[src/rtl/instr_encoder.sv]
// MIPS instruction-word encoder feeding a small FIFO that streams encoded words
// into the instruction memory load port at auto-incrementing byte addresses.
module instr_encoder #(
  parameter logic [31:0] PC_BASE    = 32'h0000_3000,
  parameter int          ADDR_W     = 10,
  parameter int          FIFO_DEPTH = 4
) (
  input  logic              clk,
  input  logic              reset,
  input  logic              flush,
  input  logic              in_valid,
  output logic              in_ready,
  input  logic [3:0]        in_kind,
  input  logic [4:0]        in_rs,
  input  logic [4:0]        in_rt,
  input  logic [4:0]        in_rd,
  input  logic [15:0]       in_imm,
  input  logic [25:0]       in_target,
  output logic              im_we,
  input  logic              im_ready,
  output logic [31:0]       im_addr,
  output logic [31:0]       im_wdata,
  output logic              err_illegal,
  output logic [ADDR_W:0]   words_written
);

  localparam int PTR_W = $clog2(FIFO_DEPTH);

  logic [31:0]       fifoMem [FIFO_DEPTH];
  logic [PTR_W-1:0]  wrPtr;
  logic [PTR_W-1:0]  rdPtr;
  logic [PTR_W:0]    count;
  logic [ADDR_W-1:0] offset;
  logic [31:0]       encWord;
  logic              legal;
  logic              full;
  logic              accept;
  logic              push;
  logic              pop;

  // NOTE: every output of a combinational block gets a default first so that
  // an unlisted case can never infer a latch.
  always_comb begin
    encWord = '0;
    legal   = 1'b1;
    case (in_kind)
      4'd0:    encWord = {6'h00, in_rs, in_rt, in_rd, 5'h00, 6'h21};
      4'd1:    encWord = {6'h00, in_rs, in_rt, in_rd, 5'h00, 6'h23};
      4'd2:    encWord = {6'h0d, in_rs, in_rt, in_imm};
      4'd3:    encWord = {6'h23, in_rs, in_rt, in_imm};
      4'd4:    encWord = {6'h2b, in_rs, in_rt, in_imm};
      4'd5:    encWord = {6'h04, in_rs, in_rt, in_imm};
      4'd6:    encWord = {6'h0f, 5'h00, in_rt, in_imm};
      4'd7:    encWord = {6'h03, in_target};
      4'd8:    encWord = {6'h00, in_rs, 15'h0000, 6'h08};
      4'd9:    encWord = {6'h02, in_target};
      default: legal   = 1'b0;
    endcase
  end

  // A full FIFO stays closed even when a pop happens in the same cycle.
  assign full     = (count == (PTR_W+1)'(FIFO_DEPTH));
  assign in_ready = !full && !flush;
  assign accept   = in_valid && in_ready;
  assign push     = accept && legal;
  assign im_we    = (count != '0);
  assign pop      = im_we && im_ready;
  assign im_wdata = fifoMem[rdPtr];
  assign im_addr  = PC_BASE + (32'(offset) << 2);

  // NOTE: sequential state uses non-blocking assignments only, so every
  // register samples the pre-edge values regardless of statement order.
  always_ff @(posedge clk) begin
    if (reset) begin
      wrPtr         <= '0;
      rdPtr         <= '0;
      count         <= '0;
      offset        <= '0;
      words_written <= '0;
      err_illegal   <= 1'b0;
      // NOTE: the FIFO storage is cleared on reset so im_wdata reads zero
      // afterwards; flush only rewinds the pointers and leaves stale data.
      for (int i = 0; i < FIFO_DEPTH; i++) fifoMem[i] <= '0;
    end else if (flush) begin
      wrPtr         <= '0;
      rdPtr         <= '0;
      count         <= '0;
      offset        <= '0;
      words_written <= '0;
      err_illegal   <= 1'b0;
    end else begin
      err_illegal <= accept && !legal;
      if (push) begin
        fifoMem[wrPtr] <= encWord;
        wrPtr          <= wrPtr + 1'b1;
      end
      if (pop) begin
        rdPtr  <= rdPtr + 1'b1;
        offset <= offset + 1'b1;
        if (words_written != '1) words_written <= words_written + 1'b1;
      end
      if (push && !pop)      count <= count + 1'b1;
      else if (pop && !push) count <= count - 1'b1;
    end
  end

endmodule
[config.mk]
export PLATFORM = sky130hd
export DESIGN_NAME = instr_encoder
export DESIGN_NICKNAME = d
export VERILOG_FILES = /design/src/rtl/instr_encoder.sv
export SDC_FILE = /design/constraint.sdc
export NUM_CORES = 1
export LEC_CHECK = 0
export BUFFER_PORTS_ARGS = -buffer_cell sky130_fd_sc_hd__buf_2
export CAP_MARGIN = 20
export CORE_MARGIN = 2
export CORE_UTILIZATION = 55
export CTS_BUF_LIST = sky130_fd_sc_hd__clkbuf_4
export DETAILED_ROUTE_END_ITERATION = 8
export PLACE_DENSITY_LB_ADDON = 0.15
export SLEW_MARGIN = 20
export SYNTH_ARGS = -nofsm -noshare
export SYNTH_HDL_FRONTEND = slang
export SYNTH_SLANG_ARGS = --single-unit
[constraint.sdc]
create_clock -name clk -period 3.6 [get_ports clk]
set_input_delay 0.72 -clock clk [delete_from_list [all_inputs] [get_ports clk]]
set_output_delay 0.72 -clock clk [all_outputs]
set_load 0.02 [all_outputs]
==> results of run 1 <==
-- path summary, 6_finish.rpt --
| path | from | to | slack [ps] | depth (start not counted) |
|---|---|---|---|---|
| setup / recovery | flop | im_wdata[19] | 600 | 3 |
| hold / removal | offset[9]$_SDFFE_PP0P_ | offset[9]$_SDFFE_PP0P_ | 500 | 2 |
| setup reg to reg | count[0]$_SDFFE_PP0P_ | count[2]$_SDFFE_PP0P_ | 1020 | 8 |
| hold reg to reg | offset[9]$_SDFFE_PP0P_ | offset[9]$_SDFFE_PP0P_ | 500 | 2 |
-- kinds of logic (layout without fill, tap and decap cells) --
logic type      Yosys count  count (layout)  synth area share (%)
compound gates           81              81                  8.02
flops                   155             155                  59.4
simple gates            218             218                  15.1
xor+xnor                 14              14                  1.68
fa+ha+maj                 4               4                 0.787
buf+inv                  67             175                  5.03
other cells               2              25                 0.103
mux                      34              34                  9.95
-- flip-flops by register name, indices dropped and copies added, names as in the netlist, named ones only --
name	flops
rdPtr	2
wrPtr	2
count	3
err_illegal	1
fifoMem	124
offset	10
words_written	11
-- metrics by stage --
step	cells	worst slack (ps)	hold slack (ps)	utilization (%)
2_1_floorplan	596	793	466	-
3_3_place_gp	848	579	467	61.1
3_5_place_dp	848	439	479	61.1
4_1_cts	880	494	480	63.3
5_1_grt	882	420	521	63.4
6_report	882	597	501	63.4
-- critical path, stage by stage (launching register included) --
cell and delay [ps]:
dfxtp_2 730, buf_12 270, mux4_2 550, buf_2 180
-- placed cells by master (no fill, tap or decap), drive strengths merged, types with 3 or more instances in the layout --
cell type,instances
a22oi,17
buf,134
nor3,19
nor2b,6
conb,23
a21oi,24
mux2i,3
nor2,118
o21ai,10
inv,13
nand3b,9
clkbuf,17
o22a,5
and3,8
nand2b,7
and2,3
o21a,3
or3,8
nand3,11
clkinvlp,5
dfxtp,31
edfxtp,124
clkinv,4
ha,3
nand2,15
a222oi,5
xnor2,4
mux4,31
xor2,10
-- layout make-up --
type	count	area [sq um]	share of cell area, %
multi-input combinational	374	2700	32.4
clock inverter	15	166	2.00
clock buffer	17	128	1.53
timing repair buffer	134	731	8.77
inverter	9	33.8	0.405
antenna	2	5.00	0.0601
tap	176	220	2.64
sequential	155	4350	52.1
-- per-layer routing --
| metal | GRT usage, % | vias to the layer above | share of wire (%) |
|---|---|---|---|
| met5 | 0 | - | 0 |
| met4 | 9.34 | 0 | 2.0 |
| met3 | 5.22 | 26 | 6.0 |
| met2 | 39.3 | 185 | 50 |
| met1 | 31.2 | 2502 | 42 |
| li1 | - | 2340 | - |
-- power by group through the flow --
stage	clock network [mW]	logic, mW	registers [mW]
global placement	0	0.375	2.05
floorplan	0	0.276	2.05
finish	1.08	0.385	2.01
global route	1.17	0.417	2.02
detailed placement	0	0.384	2.06
CTS	1.11	0.385	2.01
==> metrics.yaml, run 1 <==
num_vias: 5053
fin_worst_skew_ps: 14.2
rsz0062_at_grt: "false"
dieArea_sq_mm: 0.0142
hold_path.class: "flop to flop"
slew_headroom_pct: 28.1
path_max_fanout: 17
yosysSeqAreaShare_pct: 59.4
totalWireLength_um: 16400
drive_above_1_share_pct: 31.5
place_area_sq_mm: 0.00802
ant_nets: 0
nNetsFinal: 761
power_frac_seq_pct: 57.8
gp_congestion: 0.813
core_sq_mm: 0.0131
hold_buffers: 0
ios: 144
syn_avg_cell_area_sq_um: 12.7
routedWlPerCell_um: 18.6
maxCapViolations: 0
viasPerCell: 5.73
clkPwrFrac_pct: 31.1
initial_core_util_pct: 55.7
worst_slew_pin_slew_ps: 1070
ctsResizeCount: 0
cp.arrival_ps: 2280
swShare_pct: 26.6
yosysUniqueCellTypes: 57
clk_pin_slew_ps: 130
synth.top_cells.by_area: "edfxtp_1 51%, mux4_2 9.5%, dfxtp_1 8.5%, nor2_1 6.1%, buf_4 2.4%"
grt_max_degree: 32
postLayoutCellArea_sq_mm: 0.00833
clk_latency_ps: 550
h-tree-depth: 4
fillCellCount: 1056
outcome: "complete, no violations"
synth.largest_area_cell: "edfxtp_1"
dr.pass1.iters: 6
cts_buffers: 17
antenna_found_initial: 2
hold_viol_final: 0
io_buffers: 120
drc: 0
ys_ff_latch: 155
max_freq_mhz: 333
p_sw_mw: 0.928
synth-edff-count: 124
max-clock-path-buffers: 2
combinationalPowerShare_pct: 11.1
rows: 42
die_h_um: 119
die_w_um: 119
cts_root_buf: "clkbuf_4"
cts_setup_buffers: 0
track_usage_pct: 23.9
path_class: "flop to primary output"
start_kind: "flop"
synth_commonest_cells: "124 x edfxtp_1, 118 x nor2_1, 31 x dfxtp_1, 31 x mux4_2, 24 x a21oi_1"
grt_pass1_wl_um: 25800
setup_viol: 0
power_density_mw_per_mm2: 418
tns_ps: 0
slew_viol_final: 0
syn-cell-area_sq_mm: 0.00732
power_leakage_nw: 3.15
grt_pass1_vias: 5014
synth_flop_cell: "edfxtp_1"
vdd_drop_max_mv: 0.192
cp_data_required_time_ps: 2880
cts_tree: "built"
area_growth_pct: 13.9
synth_top_area_share_pct: 50.9
globalRouteOverflowTotal: 0
cts.sinks: 155
synth_most_common_cell: "edfxtp_1"
total_power_mw: 3.48
hpwl_um: 10400
cp-end-kind: "primary output"
drt-initial-drc-count: 409
p_int_mw: 2.55
period_needed_ps: 3000
ys_async_sr_fraction_pct: 0
yosys_warnings: 0
fin_crit_sh_pct: 83.4
syn_inst: 575
Note: power is estimated with default switching activity, not from simulation.
==> run 2: changes to the inputs <==
clock period = 3.1 ns   (was 3.6 ns; I/O delays follow)
==> run 2 against run 1 <==
Compared with the run above:
- global-route usage decreased by 0.33 points
- wire length fell by 1.5%
- final area grew 0.78%
- count of clock-buffer cells in the layout rose by 1
- non-clock buffer count up 5
- critical endpoint is now im_wdata[13]
- setup slack worse by 90 ps
- total power rose by 17%
==> metrics.yaml, run 2 (synthesized netlist as in run 1, its figures left out) <==
initial_core_util_pct: 55.7
fin_worst_skew_ps: 19.2
power_leakage_nw: 3.20
swShare_pct: 25.4
dieArea_sq_mm: 0.0142
die_w_um: 119
nNetsFinal: 766
cp_data_required_time_ps: 2480
vdd_drop_max_mv: 0.262
postLayoutCellArea_sq_mm: 0.00840
dr.pass1.iters: 5
core_sq_mm: 0.0131
outcome: "complete, no violations"
ios: 144
tns_ps: 0
antenna_found_initial: 0
r2r_start: "count[0]$_SDFFE_PP0P_"
reg2reg_to: "count[2]$_SDFFE_PP0P_"
clkPwrFrac_pct: 31.8
num_vias: 4980
grt_max_degree: 42
start_kind: "flop"
drc: 0
final_util_pct: 63.9
cts_setup_buffers: 0
setup_viol: 0
diodes: 0
clk_latency_ps: 580
hold_end: "fifoMem[3][8]$_DFFE_PP_"
max_freq_mhz: 386
cts.sinks: 155
slew_headroom_pct: 35.4
ant_nets: 0
pre_cts_slack_ps: 360
top_register: "fifoMem"
fillCellCount: 1068
ctsResizeCount: 0
h-tree-depth: 4
final_cell_mix: "124 x edfxtp_1, 120 x buf_2, 118 x nor2_1"
totalWireLength_um: 16200
cts_buffers: 17
hold_buffers: 0
rows: 42
worst_slew_pin_slew_ps: 959
hold_viol_final: 0
io_buffers: 120
slew_viol_final: 0
grt_pass1_wl_um: 25500
reg_top3: "fifoMem x124, words_written x11, offset x10"
track_usage_pct: 23.6
p_int_mw: 3.05
gp_congestion: 0.815
setup_ws_ps: 507
min_path_cells: 3
period_needed_ps: 2590
hp-start: "in_imm[8]"
drt-initial-drc-count: 381
path_max_fanout: 25
drive_above_1_share_pct: 32.0
maxCapViolations: 0
reg2reg_slack_ps: 780
clk_pin_slew_ps: 140
cts_tree: "built"
cp.arrival_ps: 1970
hold_path.class: "primary input to flop"
grt_pass1_vias: 4947
die_h_um: 119
power_density_mw_per_mm2: 487
max-clock-path-buffers: 2
combinationalPowerShare_pct: 11.2
p_sw_mw: 1.04
power_frac_seq_pct: 57.1
largest_register_ffs: 124
area_growth_pct: 14.8
cts_root_buf: "clkbuf_4"
rsz0062_at_grt: "false"
mostFrequentLayoutCell: "edfxtp_1"
cp-end-kind: "primary output"
fin_crit_sh_pct: 83.7
viasPerCell: 5.63
path_class: "flop to primary output"
r2r_cells: 9
hpwl_um: 10400
place_area_sq_mm: 0.00809
routedWlPerCell_um: 18.2
globalRouteOverflowTotal: 0
## run 2: changes by cell type in the layout (fill, tap and decap cells not counted)
cell        delta
inv_6          -2
clkinvlp_4     -3
bufinv_16      +1
clkinv_2       +3
o41ai_2        +1
o41ai_4        -1
clkbuf_4       +1
buf_12         +2
diode_2        -2
nor3_2         -1
buf_4          +3
nor3_4         +1
## run 2: through the flow
step | hold WS (ps) | total power, mW | std cells
3_5_place_dp | 488 | 2.84 | 853
3_3_place_gp | 470 | 2.83 | 853
2_1_floorplan | 466 | 2.70 | 596
5_1_grt | 419 | 4.25 | 885
4_1_cts | 394 | 4.12 | 885
6_report | 418 | 4.09 | 885
## run 2: power by group through the flow
stage,logic (mW),registers [mW],clock network [mW]
2_1_floorplan,0.320,2.38,0
4_1_cts,0.458,2.34,1.32
3_3_place_gp,0.448,2.38,0
6_report,0.456,2.33,1.30
3_5_place_dp,0.456,2.38,0
5_1_grt,0.494,2.34,1.41
## run 2: final cells by class
type / instances / area [sq um] / area share, %
repair buffers: 139 / 793 / 9.45
well taps: 176 / 220 / 2.62
clock buffers: 18 / 135 / 1.61
inverters: 9 / 33.8 / 0.402
clock inverters: 14 / 171 / 2.04
flip-flops and latches: 155 / 4350 / 51.7
multi-input cells: 374 / 2700 / 32.1
## run 2: metal layers
layer  wire (um)  up-vias  global-route usage (%)  part of all wire, %
met2        8030      177                    39.3                   50
met4         324        0                    8.97                  2.0
li1            -     2338                       -                    -
met5           0        -                       0                    0
met3         933       21                    4.21                  5.8
met1        6860     2444                    31.0                   42
## run 2: critical path, stage by stage (launching register included)
cell and delay, ps:
dfxtp_1 610, buf_12 270, mux4_2 340, buf_2 180
## run 2: worst max path at each step
stage | from | to | slack, ps
2_1_floorplan | in_kind[2] | count[2]$_SDFFE_PP0P_ | 390
3_3_place_gp | in_kind[2] | fifoMem[2][12]$_SDFFCE_PN0P_ | 440
3_5_place_dp | in_kind[2] | fifoMem[0][11]$_SDFFCE_PN0P_ | 360
4_1_cts | flop | im_wdata[27] | 460
5_1_grt | flop | im_wdata[14] | 430
6_report | flop | im_wdata[13] | 510
